### src/rtl/rast_dispatch_pkg.sv
// Shared constants, reset values and FSM encoding for the rasterizer dispatch block.
package rast_params;
    localparam int SIGFIG     = 16;
    localparam int VERTS      = 3;
    localparam int AXIS       = 2;
    localparam int COLORS     = 3;
    localparam int NREQ       = 4;

    localparam int PIPES_BOX  = 2;
    localparam int PIPES_ITER = 3;
    localparam int PIPES_HASH = 1;
    localparam int PIPES_SAMP = 2;
    // Quiet window long enough for every downstream pipe to empty, plus margin.
    localparam int RAST_DRAIN = PIPES_BOX + PIPES_ITER + PIPES_HASH + PIPES_SAMP + 8;

    // Index 0 = width, index 1 = height.
    localparam logic [1:0][SIGFIG-1:0] DEF_SCREEN    = {16'd480, 16'd640};
    localparam logic [3:0]             DEF_SUBSAMPLE = 4'd4;

    typedef enum logic [1:0] {
        ST_RUN   = 2'd0,
        ST_DRAIN = 2'd1,
        ST_CFG   = 2'd2
    } disp_state_e;
endpackage

### src/rtl/rast_dispatch_if.sv
// Triangle requester bundle: requesters drive data/valid, dispatch returns one-hot ready.
interface rast_dispatch_if #(
    parameter int NREQ   = rast_params::NREQ,
    parameter int VERTS  = rast_params::VERTS,
    parameter int AXIS   = rast_params::AXIS,
    parameter int COLORS = rast_params::COLORS,
    parameter int SIGFIG = rast_params::SIGFIG
);
    logic signed [NREQ-1:0][VERTS-1:0][AXIS-1:0][SIGFIG-1:0] req_tri_S;
    logic        [NREQ-1:0][COLORS-1:0][SIGFIG-1:0]          req_color_U;
    logic        [NREQ-1:0]                                  req_valid;
    logic        [NREQ-1:0]                                  req_ready;

    modport master (output req_tri_S, output req_color_U, output req_valid, input req_ready);
    modport slave  (input req_tri_S, input req_color_U, input req_valid, output req_ready);
endinterface

### src/rtl/rast_dispatch_rr_arb.sv
// Round-robin arbiter: priority starts at the pointer and ascends modulo NREQ.
module rr_arb #(
    parameter int NREQ = rast_params::NREQ
) (
    input  logic            clk,
    input  logic            rst,
    input  logic [NREQ-1:0] req,
    input  logic            adv,
    output logic [NREQ-1:0] grant
);
    localparam int PW = (NREQ > 1) ? $clog2(NREQ) : 1;

    logic [PW-1:0] ptr_q;
    logic [PW-1:0] ptr_d;

    // Pick the first requester at or after the pointer; next pointer is one past the winner.
    always_comb begin
        logic          found;
        logic [PW-1:0] idx;
        grant = '0;
        ptr_d = ptr_q;
        found = 1'b0;
        for (int k = 0; k < NREQ; k++) begin
            idx = PW'((int'(ptr_q) + k) % NREQ);
            if (!found && req[idx]) begin
                found      = 1'b1;
                grant[idx] = 1'b1;
                ptr_d      = (int'(idx) == NREQ - 1) ? '0 : idx + 1'b1;
            end
        end
        if (!adv) begin
            ptr_d = ptr_q;
        end
    end

    // Pointer register.
    always_ff @(posedge clk or negedge rst) begin
        if (!rst) begin
            ptr_q <= '0;
        end else begin
            ptr_q <= ptr_d;
        end
    end
endmodule

### src/rtl/rast_dispatch.sv
// Dispatches triangles from NREQ requesters into a single rasterizer input register and
// sequences screen/subsample reconfiguration only after the rasterizer has gone quiet.
//
// state    | meaning
// ST_RUN   | normal dispatch, grants allowed when no config is pending
// ST_DRAIN | config pending, wait DRAIN_CYCLES consecutive quiet cycles
// ST_CFG   | one-cycle config apply, cfg_ready asserted
module rast_dispatch #(
    parameter int SIGFIG       = rast_params::SIGFIG,
    parameter int VERTS        = rast_params::VERTS,
    parameter int AXIS         = rast_params::AXIS,
    parameter int COLORS       = rast_params::COLORS,
    parameter int NREQ         = rast_params::NREQ,
    parameter int DRAIN_CYCLES = rast_params::RAST_DRAIN
) (
    input  logic                                      clk,
    input  logic                                      rst,
    rast_dispatch_if.slave                            req_if,
    output logic signed [VERTS-1:0][AXIS-1:0][SIGFIG-1:0] tri_R10S,
    output logic        [COLORS-1:0][SIGFIG-1:0]      color_R10U,
    output logic                                      validTri_R10H,
    input  logic                                      halt_RnnnnL,
    input  logic signed [1:0][SIGFIG-1:0]             cfg_screen_S,
    input  logic        [3:0]                         cfg_subSample_U,
    input  logic                                      cfg_valid,
    output logic                                      cfg_ready,
    output logic        [1:0][SIGFIG-1:0]             screen_RnnnnS,
    output logic        [3:0]                         subSample_RnnnnU,
    output logic        [31:0]                        tri_count
);
    import rast_params::*;

    localparam int QW = (DRAIN_CYCLES > 1) ? $clog2(DRAIN_CYCLES) : 1;

    disp_state_e                               state_q, state_d;
    logic [QW-1:0]                             quiet_q, quiet_d;
    logic                                      valid_q, valid_d;
    logic signed [VERTS-1:0][AXIS-1:0][SIGFIG-1:0] tri_q, tri_d;
    logic [COLORS-1:0][SIGFIG-1:0]             color_q, color_d;
    logic [1:0][SIGFIG-1:0]                    screen_q, screen_d;
    logic [3:0]                                sub_q, sub_d;
    logic                                      cfg_ready_q, cfg_ready_d;
    logic [31:0]                               count_q, count_d;

    logic            load_en;
    logic            xfer;
    logic [NREQ-1:0] grant;

    // rst gates load_en so no requester sees ready while the block is held in reset.
    assign load_en = rst && (state_q == ST_RUN) && !cfg_valid && (!valid_q || halt_RnnnnL);
    assign xfer    = valid_q && halt_RnnnnL;

    rr_arb #(.NREQ(NREQ)) u_arb (
        .clk   (clk),
        .rst   (rst),
        .req   (req_if.req_valid & {NREQ{load_en}}),
        .adv   (load_en),
        .grant (grant)
    );

    assign req_if.req_ready = grant;

    // Next-state for output register, counters, config shadow and the sequencing FSM.
    always_comb begin
        state_d     = state_q;
        quiet_d     = quiet_q;
        valid_d     = valid_q;
        tri_d       = tri_q;
        color_d     = color_q;
        screen_d    = screen_q;
        sub_d       = sub_q;
        cfg_ready_d = 1'b0;
        count_d     = count_q + 32'(xfer);

        if (load_en) begin
            valid_d = |grant;
            for (int i = 0; i < NREQ; i++) begin
                if (grant[i]) begin
                    tri_d   = req_if.req_tri_S[i];
                    color_d = req_if.req_color_U[i];
                end
            end
        end else if (xfer) begin
            // A held triangle still drains while config is pending.
            valid_d = 1'b0;
        end

        case (state_q)
            ST_RUN: begin
                quiet_d = '0;
                if (cfg_valid) begin
                    state_d = ST_DRAIN;
                end
            end
            ST_DRAIN: begin
                if (!cfg_valid) begin
                    state_d = ST_RUN;
                    quiet_d = '0;
                end else if (valid_q || !halt_RnnnnL) begin
                    quiet_d = '0;
                end else if (quiet_q == QW'(DRAIN_CYCLES - 1)) begin
                    state_d     = ST_CFG;
                    quiet_d     = '0;
                    cfg_ready_d = 1'b1;
                end else begin
                    quiet_d = quiet_q + 1'b1;
                end
            end
            ST_CFG: begin
                screen_d = cfg_screen_S;
                sub_d    = cfg_subSample_U;
                quiet_d  = '0;
                state_d  = ST_RUN;
            end
            default: begin
                state_d = ST_RUN;
                quiet_d = '0;
            end
        endcase
    end

    // State and registered outputs.
    always_ff @(posedge clk or negedge rst) begin
        if (!rst) begin
            state_q     <= ST_RUN;
            quiet_q     <= '0;
            valid_q     <= 1'b0;
            tri_q       <= '0;
            color_q     <= '0;
            screen_q    <= (2 * SIGFIG)'(DEF_SCREEN);
            sub_q       <= DEF_SUBSAMPLE;
            cfg_ready_q <= 1'b0;
            count_q     <= '0;
        end else begin
            state_q     <= state_d;
            quiet_q     <= quiet_d;
            valid_q     <= valid_d;
            tri_q       <= tri_d;
            color_q     <= color_d;
            screen_q    <= screen_d;
            sub_q       <= sub_d;
            cfg_ready_q <= cfg_ready_d;
            count_q     <= count_d;
        end
    end

    assign tri_R10S         = tri_q;
    assign color_R10U       = color_q;
    assign validTri_R10H    = valid_q;
    assign cfg_ready        = cfg_ready_q;
    assign screen_RnnnnS    = screen_q;
    assign subSample_RnnnnU = sub_q;
    assign tri_count        = count_q;
endmodule

### src/flat_wrapper.sv
// flat-port wrapper written by rule: the top's interface ports become plain ports
module rast_dispatch_flat import rast_params::*;
#(
    parameter int SIGFIG       = rast_params::SIGFIG,
    parameter int VERTS        = rast_params::VERTS,
    parameter int AXIS         = rast_params::AXIS,
    parameter int COLORS       = rast_params::COLORS,
    parameter int NREQ         = rast_params::NREQ,
    parameter int DRAIN_CYCLES = rast_params::RAST_DRAIN
)
  (clk, rst, tri_R10S, color_R10U, validTri_R10H, halt_RnnnnL, cfg_screen_S, cfg_subSample_U, cfg_valid, cfg_ready, screen_RnnnnS, subSample_RnnnnU, tri_count, req_if_req_tri_S, req_if_req_color_U, req_if_req_valid, req_if_req_ready);
  rast_dispatch_if #(.NREQ(NREQ), .VERTS(VERTS), .AXIS(AXIS), .COLORS(COLORS), .SIGFIG(SIGFIG)) req_if_i ();
  input  logic clk;
  input  logic rst;
  output logic signed [VERTS-1:0][AXIS-1:0][SIGFIG-1:0] tri_R10S;
  output logic        [COLORS-1:0][SIGFIG-1:0] color_R10U;
  output logic validTri_R10H;
  input  logic halt_RnnnnL;
  input  logic signed [1:0][SIGFIG-1:0] cfg_screen_S;
  input  logic        [3:0] cfg_subSample_U;
  input  logic cfg_valid;
  output logic cfg_ready;
  output logic        [1:0][SIGFIG-1:0] screen_RnnnnS;
  output logic        [3:0] subSample_RnnnnU;
  output logic        [31:0] tri_count;
  input wire logic [$bits(req_if_i.req_tri_S)-1:0] req_if_req_tri_S;
  input wire logic [$bits(req_if_i.req_color_U)-1:0] req_if_req_color_U;
  input wire logic [$bits(req_if_i.req_valid)-1:0] req_if_req_valid;
  output wire logic [$bits(req_if_i.req_ready)-1:0] req_if_req_ready;
  assign req_if_i.req_tri_S = req_if_req_tri_S;
  assign req_if_i.req_color_U = req_if_req_color_U;
  assign req_if_i.req_valid = req_if_req_valid;
  assign req_if_req_ready = req_if_i.req_ready;
  rast_dispatch #(.SIGFIG(SIGFIG), .VERTS(VERTS), .AXIS(AXIS), .COLORS(COLORS), .NREQ(NREQ), .DRAIN_CYCLES(DRAIN_CYCLES)) u_core (.clk(clk), .rst(rst), .req_if(req_if_i), .tri_R10S(tri_R10S), .color_R10U(color_R10U), .validTri_R10H(validTri_R10H), .halt_RnnnnL(halt_RnnnnL), .cfg_screen_S(cfg_screen_S), .cfg_subSample_U(cfg_subSample_U), .cfg_valid(cfg_valid), .cfg_ready(cfg_ready), .screen_RnnnnS(screen_RnnnnS), .subSample_RnnnnU(subSample_RnnnnU), .tri_count(tri_count));
endmodule
### config.mk
export PLATFORM = sky130hd
export DESIGN_NAME = rast_dispatch_flat
export DESIGN_NICKNAME = d
export VERILOG_FILES = /design/src/rtl/rast_dispatch_pkg.sv /design/src/rtl/rast_dispatch_if.sv /design/src/rtl/rast_dispatch_rr_arb.sv /design/src/rtl/rast_dispatch.sv /design/src/flat_wrapper.sv
export SDC_FILE = /design/constraint.sdc
export NUM_CORES = 1
export LEC_CHECK = 0
export BUFFER_PORTS_ARGS = -buffer_cell sky130_fd_sc_hd__buf_2
export CAP_MARGIN = 25
export CORE_AREA = 4 4 322 324
export CTS_CLUSTER_SIZE = 12
export DETAILED_ROUTE_END_ITERATION = 7
export DIE_AREA = 0 0 326 328
export GPL_TIMING_DRIVEN = 0
export HOLD_SLACK_MARGIN = 0.03
export SLEW_MARGIN = 20
export SYNTH_ARGS = -nofsm -noshare
export SYNTH_HDL_FRONTEND = slang
export SYNTH_SLANG_ARGS = --single-unit
### constraint.sdc
create_clock -name clk -period 5.3 [get_ports clk]
set_input_delay 0.53 -clock clk [delete_from_list [all_inputs] [get_ports clk]]
set_output_delay 0.53 -clock clk [all_outputs]
set_load 0.01 [all_outputs]
* After elaboration in Yosys (flattened, before gate mapping)
Cells that the tools add are included.
** Cells by class
- Add/sub/neg operators :: 9
- Equal/unequal tests :: 10
- Magnitude comparators :: 8
- Reductions and logical operators :: 27
- Multiplexer cells :: 54
- Bitwise gates (word level) :: 4
** Operator list (number)
- 2-to-1 mux 96 bit :: 4
- 2-to-1 mux 48 bit :: 4
- adder 32 x 1 -> 32 bit :: 1
- 2-to-1 mux 4 bit :: 8
- 2-to-1 mux 2 bit :: 12
- 2-to-1 mux 1 bit :: 17
- less-than comparator 2 x 3 -> 1 bit, second input constant :: 4
- bitwise OR 4 bit :: 3
- logical AND 1 bit :: 11
- adder 2 x 1 -> 2 bit, second input constant :: 5
- == test 2 x 1 -> 1 bit, second input constant :: 5
- binary-select mux 1 bit (select 2 bit) :: 4
- demux 1 bit (select 2 bit) :: 4
- greater-or-equal comparator 2 x 1 -> 1 bit, second input constant :: 4
- nonzero test 4 bit :: 2
- zero test 1 bit :: 6
- adder 2 bit, second input constant :: 2
- adder 4 x 1 -> 4 bit, second input constant :: 1
- AND 4 bit :: 1
- == test 4 bit, second input constant :: 1
- case mux 2 bit (2 select lines) :: 1
- AND reduction 2 bit :: 2
- OR reduction 4 bit :: 1
- != test 3 x 2 -> 1 bit, second input constant :: 1
- 7 further kinds :: 8
** Storage, ports and cells
- Flip-flop bits (word level) :: 222
- Output and inout port bits :: 218
- Bits of input ports :: 620

* Longest topological paths before layout
Gate-level depths: netlist (run 1).
- Depth in word-level cells :: 21
- Mapped depth :: 13
- Gate-level depth less buffers :: 9

* By module
A second synthesis (run 1) with hierarchy kept.
** Second synthesis, totals
- Cell total of the unflattened synthesis :: 1265
- Area total of the unflattened synthesis :: 13710.6 um2
** Modules (own cells, without submodules)
- rast_dispatch :: cells each 1205, area each 13166.4 um2, times used 1
- rr_arb :: cells each 60, area each 544.3 um2, times used 1

* Worst setup path after synthesis (run 1)
No wires, ideal clock.
- Path type :: register to output
- From :: reg u_core.u_arb.ptr_q[0]
- To :: out req_if_req_ready[0]
- Data required time :: 4.770 ns
- Path buffers :: 3
- Slack :: 2.062 ns
- Cell stages (with the launch flop) :: 11
- Arrival :: 2.708 ns
- Cells stage by stage :: dfrtp_1 > buf_2 > inv_1 > ha_1 > mux4_2 > a21oi_1 > a21oi_1 > o31ai_1 > buf_4 > buf_2 > inv_1
** Between the ends
- Longest elaborated chain between the ends :: 12
** Ends and longest elaborated chain
- start, declared :: line rast_dispatch_rr_arb.sv:13 : logic [PW-1:0] ptr_q;
- start signal, assigned :: line rast_dispatch_rr_arb.sv:41 : ptr_q <= ptr_d;
- branches (longest 11 deep; another with less-than comparator 2 x 3 -> 1 bit)
- 2-to-1 mux 4 bit (*) :: line rast_dispatch_rr_arb.sv:25 : if (!found && req[idx]) begin
- end, declared :: line flat_wrapper.sv:29 : output wire logic [$bits(req_if_i.req_ready)-1:0] req_if_req_ready;
Every way passes the cells marked *. The select of a mux whose other input is x is not followed.

* Final worst setup path (run 1)
- From :: reg u_core.u_arb.ptr_q[0]
- To :: reg u_core.tri_q (netlist bit u_core.tri_R10S[52])
** Between the ends
- Longest elaborated chain between the ends :: 15
** Ends and longest elaborated chain
- branches (longest 11 deep; another with less-than comparator 2 x 3 -> 1 bit)
- 2-to-1 mux 4 bit (*) :: line rast_dispatch_rr_arb.sv:25
- 2-to-1 mux 96 bit (3 in series) :: line rast_dispatch.sv:78 : if (grant[i]) begin
- end signal, assigned :: line rast_dispatch.sv:138 : tri_q <= tri_d;
- end, declared :: line rast_dispatch.sv:38 : logic signed [VERTS-1:0][AXIS-1:0][SIGFIG-1:0] tri_q, tri_d;
Marks and branches as above.
A chain may end at the register's enable or synchronous reset.

==> impl_metrics.toml, run 1 <==
[finish]
syn_to_final_growth_pct = 56.75
final_area_mm2 = 0.02011
stdcell_count = 3425
layout-drive-gt1-share_pct = 52.61
fin_nets = 2638

[sta]
skew_ns = 0.03669
relSlewSlack_pct = 21.00
post-route-period-util_pct = 94.94
max_freq_mhz = 198.7
setup_slack_ns = 0.2679
tightestPinTransition_ns = 1.181
final_max_slew_viol_count = 0
min_period_ns = 5.032
rsz0062_at_grt = "false"
setup_violations = 0
finalHoldViolations = 0

[setup_path]
crit_chain = "buf_2, inv_1, ha_1, mux4_2, a21oi_1, a21o_1, nand3_1, buf_2, clkbuf_1, o32ai_1, a221oi_2"
endpoint_kind = "flop"
worst_path_max_delay_cell = "o32ai_1"
path_max_fanout = 10
arrival_ns = 5.48
slowest_delay_ns = 0.86
cp-start-kind = "flop"
critPathKind = "flop to flop"
path_delay_family = "buffers and inverters"
worstPathRequired_ns = 5.75
crit_top_cell = "buf_2"
crit_buf_inv = 4

[route]
firstDrtPassIters = 5
drt-wirelength-per-cell_um = 26.20
routed_via_density = 4.111
final_antenna_net_count = 0
vias = 14080
drt_iter0_drc = 759
drc = 0
wl_um = 89740

[global_route]
grt_max_degree = 88
antenna_found_initial = 50
grt_overflow = 0
grt_pass1_vias = 14430
grt.total_usage_pct = 15.79
grt_pass1_wl_um = 118000

[cts]
cts.sinks = 222
cts_setup_buffers = 0
cts_buffers = 31
insertion_delay_ns = 0.61
tritoncts = "yes"
root_buffer = "clkbuf_16"
htree_levels = 1
clock_path_buffers = 3
clkTransAtPathRegs_ns = 0.07

[synth]
synth_ff_type = "dfrtp_1"
syn_avg_cell_area_um2 = 11.30
synth_top_area_share_pct = 41.94
synth_area_leader_cell = "dfrtp_1"
synth_seq_area_share_pct = 43.38
synth_edf_count = 0
synth_xor_area_share_pct = 2.185
synth_top_family_by_area = "compound AO/OA/AOI/OAI gates"
synth_seq_cells = 222
synthMuxAreaShare_pct = 15.16
postSynthCellCount = 1135
async_flop_share_pct = 100.0
synth_compound_area_share_pct = 25.25
ys_top_cells_by_area = "dfrtp_1 (42%), mux2i_1 (11%), o32ai_1 (9.8%)"
synth.distinct_cells = 55
synthSimpleGateAreaFrac_pct = 4.146
yosys.area_share.adder_pct = 0.6828
syn_nets = 1762
syn_area_mm2 = 0.01283
synthTopCellsByCount = "dfrtp_1 (215), inv_1 (157), mux2i_1 (147), o32ai_1 (143), a221oi_1 (73)"
yosys_warnings = 0
yosysMostFrequentCell = "dfrtp_1"

[placed_design]
post-place-ws_ns = 0.02814
place_area_mm2 = 0.01890
place_congestion = 0.9268
dp_hpwl_um = 75080
port_buffers = 835
dp.cells = 3344

[power]
powerDensity_mw_per_mm2 = 461.5
peakVddDrop_uv = 240.9
p_leak_nw = 10.10
power_w = 0.009278

[floorplanning]
num_io_pins = 838
die_w_um = 326
die_y_um = 328
fp.dieArea_mm2 = 0.1069
num_rows = 117
core_mm2 = 0.1012
initial_utilization_pct = 12.68

[status]
status = "finished, final reports clean"

[run]
cap_violations = 0

[worst_hold_path]
min_path_type = "input pin to flop"
==> flip-flops by register name, indices dropped and copies added, names as in the netlist, 2 cells and up <==
register and cells:
u_core.color_R10U 48, u_core.quiet_q 4, u_core.screen_RnnnnS 32, u_core.state_q 2, u_core.subSample_RnnnnU 4, u_core.tri_R10S 96, u_core.tri_count 32, u_core.u_arb.ptr_q 2
==> per-layer routing <==
| metal | up-vias | part of all wire (%) | global-route usage [%] |
|---|---|---|---|
| li1 | 6188 | - | - |
| met1 | 6901 | 38 | 18.69 |
| met2 | 803 | 48 | 27.20 |
| met3 | 178 | 9.0 | 4.188 |
| met4 | 10 | 4.7 | 6.242 |
| met5 | - | 0.072 | 0 |
==> cells in the final DEF, fill, tap and decap left out, types with 4 or more instances in the layout <==
| cell type | count |
|---|---|
| and4_1 | 4 |
| o31ai_1 | 4 |
| nand2_1 | 16 |
| xnor2_1 | 29 |
| clkbuf_16 | 31 |
| diode_2 | 23 |
| clkbuf_8 | 8 |
| mux2_2 | 38 |
| buf_1 | 8 |
| o32ai_1 | 134 |
| clkinv_2 | 4 |
| buf_2 | 850 |
| nand2b_1 | 4 |
| dfstp_2 | 7 |
| o21ai_0 | 4 |
| buf_4 | 9 |
| bufinv_16 | 5 |
| nor2_1 | 8 |
| inv_1 | 157 |
| mux2i_1 | 147 |
| clkbuf_1 | 57 |
| nor3_1 | 6 |
| a221oi_1 | 73 |
| nand3_1 | 19 |
| nand4_1 | 9 |
| a221oi_2 | 70 |
| buf_6 | 17 |
| o32ai_2 | 9 |
| ha_1 | 7 |
| a21oi_1 | 14 |
| clkinvlp_4 | 4 |
| and3_1 | 8 |
| and2_1 | 5 |
| clkbuf_2 | 5 |
| dfrtp_1 | 215 |
==> timing repair <==
item | 4_1_cts | 5_1_grt
hold buffers | 1 | 0
endpoints found under the setup margin | 0 | 5
hold endpoints to repair | 38 | 0
gates resized for setup | 0 | 5
==> through the flow <==
step / utilization [%] / hold slack (ns) / TNS, ns
after floorplan: - / 0.2344 / 0
after global placement: 18.50 / 0.4637 / -636.73
after detailed placement: 18.68 / 0.4572 / 0
after CTS: 19.78 / 0.09086 / 0
after global routing: 19.85 / 0.1134 / 0
final: 19.88 / 0.1539 / 0
==> power breakdown <==
part	internal, W	total (W)	switching [W]
Sequential	0.00230	0.00267	0.000368
Clock	0.00142	0.00232	0.000903
Combinational	0.00163	0.00429	0.00267
Total	0.00534	0.00928	0.00394
==> logic make-up (layout without fill, tap and decap cells) <==
family	after synthesis	in the layout
AND/OR/NAND/NOR	94	94
multiplexers	187	187
adder cells (fa/ha/maj)	7	7
buffers and inverters	266	1165
flip-flops	222	222
other	0	23
XOR/XNOR	32	32
AO/OA/AOI/OAI	327	327
==> final cells by class <==
type,instances,area [µm²]
fill,11340,81050
clock buffer,43,900.9
buffer,107,588.1
inverter,159,596.8
antenna,23,57.56
sequential,222,5564
multi-input combinational,647,6151
timing repair buffer,843,4337
tap,1368,1712
clock inverter,13,200.2
==> worst paths after layout <==
check / end / cells after the start / slack, ns / from
max: u_core.tri_R10S[52] / 11 / 0.27 / u_core.u_arb.ptr_q[0]
min: u_core.screen_RnnnnS[3] / 2 / 0.15 / cfg_screen_S[3]
max reg2reg: u_core.tri_R10S[52] / 11 / 0.27 / u_core.u_arb.ptr_q[0]
min reg2reg: u_core.tri_count[31] / 1 / 0.49 / u_core.tri_count[31]
max in group asynchronous: u_core.subSample_RnnnnU[2] / 3 / 3.95 / rst
min in group asynchronous: u_core.tri_R10S[15] / 2 / 0.43 / rst
(Power assumes the default switching activity.)
==> run 2: changes to the inputs <==
- RECOVER_POWER: default -> 100
==> run 2 against run 1 <==
The run now ends with capacitance limit, slew limit left. Non-clock buffer count unchanged. Cell area shrank 3.4%. Fmax is 1.1% lower. Sequential share of layout area is 0.99 points higher. Critical path depth unchanged. Final cell count barely moved. Critical endpoint unchanged.
==> impl_metrics.toml, run 2 (synthesis results as in run 1) <==
[sta]
setup_violations = 0
final_max_slew_viol_count = 100
rsz0062_at_grt = "false"
tightestPinTransition_ns = 3.199
post-route-period-util_pct = 95.99
skew_ns = 0.03828
finalHoldViolations = 0
setup_slack_ns = 0.2128
relSlewSlack_pct = -113.3
max_freq_mhz = 196.6
min_period_ns = 5.087

[floorplanning]
initial_utilization_pct = 12.68
num_io_pins = 838
core_mm2 = 0.1012
die_y_um = 328
num_rows = 117
fp.dieArea_mm2 = 0.1069
die_w_um = 326

[power]
seqPwrFrac_pct = 30.0
swShare_pct = 43.37
combPwrFrac_pct = 44.2
p_sw_w = 0.003881
peakVddDrop_uv = 243.5
p_leak_nw = 9.373
power_w = 0.008950
clkPwrFrac_pct = 25.9
internal_power_w = 0.005069
powerDensity_mw_per_mm2 = 461.0

[finish]
largest_reg_flops = 96
fin_nets = 2638
n_fill_cell = 11500
final_area_mm2 = 0.01941
multi_input_area_mm2 = 0.005833
utilization_pct = 19.19
seq_area_mm2 = 0.005564
final_cell_mix = "buf_2 (632), clkbuf_1 (285), dfrtp_1 (215), inv_1 (157), mux2i_1 (147)"
final_common_cell = "buf_2"
syn_to_final_growth_pct = 51.35
layout-drive-gt1-share_pct = 39.09
stdcell_count = 3424

[cts]
cts_buffers = 31
clkTransAtPathRegs_ns = 0.06
cts.sinks = 222
cts_setup_buffers = 0
root_buffer = "clkbuf_16"
insertion_delay_ns = 0.61
clock_path_buffers = 3
htree_levels = 1
tritoncts = "yes"

[route]
drc = 0
firstDrtPassIters = 6
wl_um = 89680
wl_met1_um = 34460
drt-wirelength-per-cell_um = 26.19
routed_via_density = 4.097
met3_length_um = 7634
final_antenna_net_count = 0
top_layer = "met5"
drt_iter0_drc = 721
vias = 14030
wl_met2_um = 43420

[setup_path]
worstPathRequired_ns = 5.75
cp-start-kind = "flop"
slowest_delay_ns = 0.89
crit_chain = "buf_2, inv_1, ha_1, mux4_2, a21oi_1, a21o_1, nand3_1, buf_2, clkbuf_1, o32ai_1, a221oi_2"
arrival_ns = 5.53
crit_buf_inv = 4
worst_path_max_delay_cell = "o32ai_1"
path_max_fanout = 10
critPathKind = "flop to flop"
path_delay_family = "buffers and inverters"
crit_top_cell = "buf_2"
endpoint_kind = "flop"

[global_route]
grt_pass1_vias = 14430
grt_max_degree = 88
antenna_found_initial = 48
grt_overflow = 0
grt_pass1_wl_um = 118000
grt.total_usage_pct = 15.79

[placed_design]
port_buffers = 835
place_area_mm2 = 0.01890
place_congestion = 0.9268
post-place-ws_ns = 0.02814
dp.cells = 3344
dp_hpwl_um = 75080

[status]
violations = "capacitance limit, slew limit"
status = "finished, violations left"

[run]
cap_violations = 2

[worst_hold_path]
min_path_type = "input pin to flop"
[run 2: changes by cell type in the layout (fill, tap and decap cells not counted), moves of 3 or more]
| cell | previous run | this run |
|---|---|---|
| buf_1 | 8 | 3 |
| buf_2 | 850 | 632 |
| buf_6 | 17 | 10 |
| a221oi_1 | 73 | 123 |
| clkbuf_2 | 5 | 8 |
| clkbuf_1 | 57 | 285 |
| a221oi_2 | 70 | 20 |
[run 2: what timing repair did]
action / CTS / global route
endpoints found under the hold margin: 38 / 0
setup endpoints to repair: 0 / 5
gates resized for setup: 0 / 5
hold buffers: 1 / 0
[run 2: power by group through the flow]
| stage | logic [W] | clock network [W] | registers, W |
|---|---|---|---|
| detailed placement | 0.00438 | 0 | 0.00268 |
| floorplan | 0.00190 | 0 | 0.00290 |
| global route | 0.00427 | 0.00246 | 0.00275 |
| finish | 0.00395 | 0.00232 | 0.00268 |
| global placement | 0.00429 | 0 | 0.00267 |
| CTS | 0.00439 | 0.00241 | 0.00266 |
[run 2: area by class of cell]
| cell class | count | share of cell area, % |
|---|---|---|
| multi-input cells | 647 | 30.05 |
| clock inverters | 13 | 1.031 |
| plain buffers | 107 | 2.804 |
| repair buffers | 843 | 20.64 |
| well taps | 1368 | 8.817 |
| diodes | 22 | 0.2836 |
| flip-flops and latches | 222 | 28.66 |
| inverters | 159 | 3.074 |
| clock buffers | 43 | 4.640 |
[run 2: worst paths after layout]
check / start / to / slack, ns / depth (start not counted)
max in group asynchronous: rst / u_core.color_R10U[44] / 1.49 / 3
worst min register to register: u_core.tri_count[31] / u_core.tri_count[31] / 0.49 / 1
worst max-delay path: u_core.u_arb.ptr_q[0] / u_core.tri_R10S[52] / 0.21 / 11
worst max register to register: u_core.u_arb.ptr_q[0] / u_core.tri_R10S[52] / 0.21 / 11
worst min-delay path: cfg_screen_S[3] / u_core.screen_RnnnnS[3] / 0.15 / 2
min in group asynchronous: rst / u_core.tri_R10S[91] / 0.41 / 2
[run 2: per-layer routing]
metal / vias to the layer above / track usage (%)
met4: 10 / 6.242
met2: 788 / 27.20
met3: 175 / 4.188
met1: 6874 / 18.69
met5: - / 0
li1: 6180 / -
[run 2: stage by stage]
step,hold WS (ns),setup TNS [ns]
after CTS,0.09086,0
after floorplan,0.2344,0
after global placement,0.4637,-636.73
final,0.1539,0
after detailed placement,0.4572,0
after global routing,0.1134,0
[run 2: worst reg2reg max path, cell delays in order (launching register included)]
cell and delay (ns):
dfrtp_1 0.46, buf_2 0.26, inv_1 0.15, ha_1 0.44
mux4_2 0.60, a21oi_1 0.18, a21o_1 0.13, nand3_1 0.71
buf_2 0.61, clkbuf_1 0.44, o32ai_1 0.90, a221oi_2 0.05
